==> config.mk <==
export PLATFORM = sky130hd
export DESIGN_NAME = s3g_tx_multi
export DESIGN_NICKNAME = d
export VERILOG_FILES = /design/src/rtl/s3g_tx_multi.sv
export SDC_FILE = /design/constraint.sdc
export NUM_CORES = 1
export LEC_CHECK = 0
export CORE_UTILIZATION = 40
export DETAILED_ROUTE_END_ITERATION = 12
export PLACE_DENSITY = 0.74
export SLEW_MARGIN = 20
export SYNTH_ARGS = -nofsm -noshare
export SYNTH_HDL_FRONTEND = slang
export SYNTH_SLANG_ARGS = --single-unit
==> constraint.sdc <==
create_clock -name clk -period 3.6 [get_ports clk]
set_clock_uncertainty 0.1 [all_clocks]
set_input_delay 0.54 -clock clk [delete_from_list [all_inputs] [get_ports clk]]
set_output_delay 0.54 -clock clk [all_outputs]
set_load 0.05 [all_outputs]
==> src/rtl/s3g_tx_multi.sv <==
// s3g_tx_multi: S3G packet transmitter with N_SINKS byte-serial sinks.
//
// Frames a latched payload as 0xD5, length, payload bytes, CRC-8 and presents
// each byte to every sink on a shared tx_data/tx_wr pair. The next byte is sent
// only once every sink enabled in the latched sink_en mask has pulsed tx_done.
//
// Optional feature: define S3G_TX_TIMEOUT_EN to build a per-byte wait counter.
// Without it, timeout is tied 0 and the block waits for acks indefinitely.
//
// Parameters:
//   N_SINKS        number of downstream byte sinks (1..8)
//   MAX_PAYLOAD    payload buffer depth in bytes (1..255)
//   TIMEOUT_CYCLES per-byte sink wait limit in clocks (S3G_TX_TIMEOUT_EN only, >= 2)
//
// Ports:
//   clk          system clock
//   rst          synchronous, active-high reset
//   packet_wr    one-cycle start strobe
//   payload_len  payload byte count, sampled on packet_wr
//   payload      payload bytes, byte i at [8*i+7:8*i], sampled on packet_wr
//   sink_en      mask of sinks that must acknowledge, sampled on packet_wr
//   tx_done      per-sink one-cycle "byte sent" pulse
//   tx_data      byte to sinks, held stable between strobes
//   tx_wr        one-cycle byte strobe common to all sinks
//   busy         packet in progress
//   pkt_done     one-cycle pulse when the CRC byte is acknowledged
//   len_err      one-cycle pulse when packet_wr is rejected (length too large)
//   timeout      one-cycle pulse on sink wait timeout
module s3g_tx_multi #(
    parameter int unsigned N_SINKS        = 2,
    parameter int unsigned MAX_PAYLOAD    = 32,
    parameter int unsigned TIMEOUT_CYCLES = 65535
) (
    input  logic                     clk,
    input  logic                     rst,
    input  logic                     packet_wr,
    input  logic [7:0]               payload_len,
    input  logic [8*MAX_PAYLOAD-1:0] payload,
    input  logic [N_SINKS-1:0]       sink_en,
    input  logic [N_SINKS-1:0]       tx_done,
    output logic [7:0]               tx_data,
    output logic                     tx_wr,
    output logic                     busy,
    output logic                     pkt_done,
    output logic                     len_err,
    output logic                     timeout
);

    localparam int unsigned IDX_W   = $clog2(MAX_PAYLOAD + 1);
    localparam logic [7:0]  MaxLen  = 8'(MAX_PAYLOAD);
    localparam logic [7:0]  HdrByte = 8'hD5;

    typedef enum logic [2:0] {
        StIdle,
        StHdr,
        StLen,
        StData,
        StCrc,
        StFin
    } state_e;

    state_e                   state_q;
    logic [8*MAX_PAYLOAD-1:0] payload_q;
    logic [7:0]               len_q;
    logic [N_SINKS-1:0]       en_q;
    logic [N_SINKS-1:0]       pending_q;
    logic [7:0]               crc_q;
    logic [IDX_W-1:0]         idx_q;

    // Dallas/Maxim CRC-8, reflected polynomial 0x8C, one byte LSB first.
    function automatic logic [7:0] crc8_byte(input logic [7:0] crc, input logic [7:0] data);
        logic [7:0] c;
        c = crc ^ data;
        for (int b = 0; b < 8; b++) begin
            c = c[0] ? ((c >> 1) ^ 8'h8C) : (c >> 1);
        end
        return c;
    endfunction

    logic [7:0] idx_ext;
    logic [7:0] cur_byte;
    logic       waiting;
    logic       byte_done;
    logic       more_data;
    logic       to_hit;

    assign idx_ext = 8'(idx_q);

    always_comb begin
        cur_byte = '0;
        for (int i = 0; i < int'(MAX_PAYLOAD); i++) begin
            if (idx_ext == 8'(i)) begin
                cur_byte = payload_q[8*i +: 8];
            end
        end
    end

    assign waiting   = state_q inside {StHdr, StLen, StData, StCrc};
    // pending_q still holds the previous byte's (empty) mask during the strobe
    // cycle, so completion is only recognised from the cycle after tx_wr.
    assign byte_done = waiting && !tx_wr && (pending_q == '0);
    assign more_data = idx_ext < len_q;

`ifdef S3G_TX_TIMEOUT_EN
    localparam int unsigned TO_W = $clog2(TIMEOUT_CYCLES + 1);

    logic [TO_W-1:0] to_cnt_q;

    // Loaded with 1 in the strobe cycle, so the count equals cycles since tx_wr;
    // firing at TIMEOUT_CYCLES-1 puts the timeout pulse TIMEOUT_CYCLES after tx_wr.
    always_ff @(posedge clk) begin
        if (rst) begin
            to_cnt_q <= '0;
        end else if (tx_wr) begin
            to_cnt_q <= TO_W'(1);
        end else if (waiting && (pending_q != '0)) begin
            to_cnt_q <= to_cnt_q + TO_W'(1);
        end
    end

    assign to_hit = waiting && !tx_wr && (pending_q != '0) &&
                    (to_cnt_q == TO_W'(TIMEOUT_CYCLES - 1));
`else
    logic unused_timeout_cfg;
    assign unused_timeout_cfg = ^32'(TIMEOUT_CYCLES);
    assign to_hit = 1'b0;
`endif

    always_ff @(posedge clk) begin
        if (rst) begin
            state_q   <= StIdle;
            payload_q <= '0;
            len_q     <= '0;
            en_q      <= '0;
            pending_q <= '0;
            crc_q     <= '0;
            idx_q     <= '0;
            tx_data   <= '0;
            tx_wr     <= 1'b0;
            busy      <= 1'b0;
            pkt_done  <= 1'b0;
            len_err   <= 1'b0;
            timeout   <= 1'b0;
        end else begin
            tx_wr    <= 1'b0;
            pkt_done <= 1'b0;
            len_err  <= 1'b0;
            timeout  <= 1'b0;

            // Acks arriving in the strobe cycle itself are discarded.
            if (tx_wr) begin
                pending_q <= en_q;
            end else begin
                pending_q <= pending_q & ~(tx_done & en_q);
            end

            if (to_hit) begin
                timeout   <= 1'b1;
                busy      <= 1'b0;
                pending_q <= '0;
                state_q   <= StIdle;
            end else begin
                unique case (state_q)
                    StIdle: begin
                        if (packet_wr) begin
                            if (payload_len > MaxLen) begin
                                len_err <= 1'b1;
                            end else begin
                                payload_q <= payload;
                                len_q     <= payload_len;
                                en_q      <= sink_en;
                                tx_data   <= HdrByte;
                                tx_wr     <= 1'b1;
                                busy      <= 1'b1;
                                state_q   <= StHdr;
                            end
                        end
                    end
                    StHdr: begin
                        if (byte_done) begin
                            tx_data <= len_q;
                            tx_wr   <= 1'b1;
                            crc_q   <= '0;
                            idx_q   <= '0;
                            state_q <= StLen;
                        end
                    end
                    StLen, StData: begin
                        if (byte_done) begin
                            tx_wr <= 1'b1;
                            if (more_data) begin
                                tx_data <= cur_byte;
                                crc_q   <= crc8_byte(crc_q, cur_byte);
                                idx_q   <= idx_q + IDX_W'(1);
                                state_q <= StData;
                            end else begin
                                tx_data <= crc_q;
                                state_q <= StCrc;
                            end
                        end
                    end
                    StCrc: begin
                        if (byte_done) begin
                            pkt_done <= 1'b1;
                            busy     <= 1'b0;
                            state_q  <= StFin;
                        end
                    end
                    StFin: begin
                        // One dead cycle: a packet_wr here is dropped.
                        state_q <= StIdle;
                    end
                    default: begin
                        state_q <= StIdle;
                    end
                endcase
            end
        end
    end

endmodule

==> impl_metrics.py <==
metrics = {
    "outcome": {
        "status": "finished with violations",
        "violations": "setup timing",
    },
    "die": {
        "dieArea_sq_mm": 0.0376,
        "die_w_um": 194,
        "fp-row-count": 69,
        "core_region_area_sq_mm": 0.0359,
        "start_util_pct": 41.0,
        "die_h_um": 194,
        "ios": 284,
    },
    "synthesis": {
        "synth-main-ff-cell": "dfxtp_1",
        "syn_area_sq_mm": 0.0147,
        "synth_warnings": 0,
        "synth-seq-cells": 297,
        "synth_nets": 2260,
        "synth_area_per_cell_sq_um": 7.43,
        "synth-async-reset-ratio_pct": 0,
        "ys_seq_area_share_pct": 40.4,
        "netlist_instances": 1980,
        "synth.distinct_cells": 98,
        "synth_edf_count": 0,
    },
    "routing": {
        "first_iter_violations": 1896,
        "drc": 0,
        "drtPass1Iterations": 6,
        "avgRoutedWirePerCell_um": 20.4,
        "via_per_inst": 5.75,
        "drt_wl_total_mm": 56.5,
        "ant_nets": 0,
        "vias": 15897,
    },
    "sta": {
        "hold_viol": 0,
        "final.min_clock_period_ns": 3.62,
        "slew_headroom_pct": 34.5,
        "rsz0062_at_grt": "true",
        "fmax_ghz": 0.276,
        "period_share_pct": 100,
        "worst_pin_slew_ns": 0.970,
        "finalSetupViolations": 2,
        "slew_viol_final": 0,
        "setup_ws_ns": -0.0173,
    },
    "power": {
        "power.density_mw_per_mm2": 362,
        "ir_drop_mv": 0.339,
        "p_leak_nw": 6.91,
    },
    "flow_run": {
        "drv_cap": 0,
    },
    "critical_path": {
        "cp-end-kind": "register",
        "cp_max_fo": 17,
        "critical_path.max_stage_delay_ns": 0.55,
        "crit_arrival_ns": 3.99,
        "crit_chain": "buf_12 > or4_4 > a2111o_1 > o221a_4 > o311a_4 > o221ai_4 > a211oi_2 > xnor2_1 > xnor3_2 > xor2_1 > a22o_1",
        "slowest_stage": "or4_4",
        "start_kind": "register",
        "cpLargestDelayFamily": "compound AO/OA/AOI/OAI gates",
        "path_class": "register to register",
        "path_buf_inv": 1,
        "required_ns": 3.97,
    },
    "global_routing": {
        "grt_max_degree": 152,
        "grt_use_total_pct": 28.6,
        "grt_pass1_vias": 14729,
        "grt-ovfl-total": 0,
        "grt_pass1_wl_mm": 84.9,
        "antenna_found_initial": 0,
    },
    "placement": {
        "placed_cells": 2695,
        "post-place-ws_ns": -0.0310,
        "post-dp-hpwl_mm": 42.7,
        "gp_congestion": 0.990,
        "port_buffers": 282,
    },
    "cts": {
        "clk_latency_ns": 0.57,
        "clockRootBuffer": "clkbuf_16",
        "clkTransAtPathRegs_ns": 0.06,
        "cts_tree": "yes",
        "h-tree-depth": 1,
        "clock_path_buffers": 3,
        "cts.sinks": 297,
        "cts_buffers": 29,
        "ctsHoldBuffers": 0,
    },
    "final_layout": {
        "final_nets": 2564,
        "antenna_cells": 0,
        "fin_cells": 2767,
        "areaGrowthSynthToFinish_pct": 35.5,
        "drive_gt1_share_pct": 11.6,
        "fillers": 3359,
    },
    "hold_path": {
        "min_path_type": "register to register",
    },
}
[synth_stat cells (all sizes together), types with 12 or more instances]
master / n / area (sq um)
nand2: 612 / 2300
a21oi: 313 / 1570
dfxtp: 297 / 5950
clkbuf: 114 / 428
nor2: 69 / 269
nand3: 52 / 260
o21ai: 48 / 240
buf: 47 / 295
nor3: 27 / 135
o22ai: 19 / 119
a211oi: 17 / 138
inv: 16 / 60.1
xnor2: 16 / 155
a32oi: 15 / 131
a31oi: 14 / 87.6
and3: 14 / 87.6
o211ai: 14 / 105
o221ai: 14 / 129
or3: 14 / 87.6
a221oi: 13 / 120
nand2b: 12 / 75.1
nor2b: 12 / 75.1
[state kept, by name, summed over array words and instances, names as in the netlist]
register / cells
pkt_done: 1
state_q: 3
payload_q: 256
idx_q: 6
pending_q: 2
len_err: 1
crc_q: 8
tx_data: 8
tx_wr: 1
en_q: 2
busy: 1
len_q: 8
[cell usage in the layout, fill, tap and decap left out, types with 27 or more instances in the layout]
cell	instances
clkbuf_16	33
buf_4	130
nor2_1	65
clkdlybuf4s50_1	281
nand3_1	52
dfxtp_1	292
a21oi_1	312
o21ai_0	45
nand2_1	610
nor3_1	27
[metrics by stage]
step	cell area (sq um)	hold WS, ns	power (mW)	util (%)	setup TNS, ns
3_5_place_dp	18600	0.348	4.17	51.7	-0.0680
5_1_grt	19900	0.371	7.42	55.5	-0.342
2_1_floorplan	14700	0.331	3.74	-	0
3_3_place_gp	18600	0.343	4.17	51.7	0
6_report	19900	0.356	7.21	55.5	-0.0317
4_1_cts	19500	0.358	7.24	54.4	0
[area by class of cell]
| type | instances | area (sq um) | share of cell area (%) |
|---|---|---|---|
| clock buffer | 41 | 851 | 4.27 |
| sequential | 297 | 5960 | 29.9 |
| tap | 461 | 577 | 2.89 |
| multi-input combinational | 1505 | 8130 | 40.8 |
| inverter | 17 | 63.8 | 0.320 |
| timing repair buffer | 434 | 4220 | 21.2 |
| clock inverter | 12 | 128 | 0.640 |
[where the power goes]
group	total [mW]	internal, mW	switching (mW)
clock	3.10	1.79	1.32
sequential	3.43	3.36	0.0723
combinational	0.673	0.380	0.293
[tightest hold or removal path: stages, from the launching register on]
cell and delay [ns]:
dfxtp_1 0.31, nand2_1 0.05, a21oi_1 0.05
[worst paths after layout]
path	startpoint	endpoint	slack, ns	cells after the start
max reg2reg	idx_q[2]	crc_q[2]	-0.02	11
min	len_q[4]	len_q[4]	0.36	2
min reg2reg	len_q[4]	len_q[4]	0.36	2
max	idx_q[2]	crc_q[2]	-0.02	11
[logic make-up after synthesis]
kind of cell	count (synthesis)	synth area share, %
buffers and inverters	178	5.35
adder cells (fa/ha/maj)	9	0.765
multiplexers	2	0.153
XOR/XNOR	21	1.45
flip-flops	297	40.4
other	1	0.0255
AND/OR/NAND/NOR	896	27.4
AO/OA/AOI/OAI	576	24.5
[timing repair]
item,4_1_cts,5_1_grt
cloned,0,4
resized for setup,3,36
setup endpoints to repair,3,8
setup buffers,0,15
pin swaps,1,14
[metal layers]
layer | GRT usage, % | wire length [um] | vias up
met5 | 0 | 0 | -
met1 | 42.1 | 26000 | 7458
met3 | 3.83 | 4770 | 104
met2 | 43.5 | 24300 | 793
met4 | 7.23 | 1420 | 0
li1 | - | - | 7542
Power figures use the tool's default switching activity.
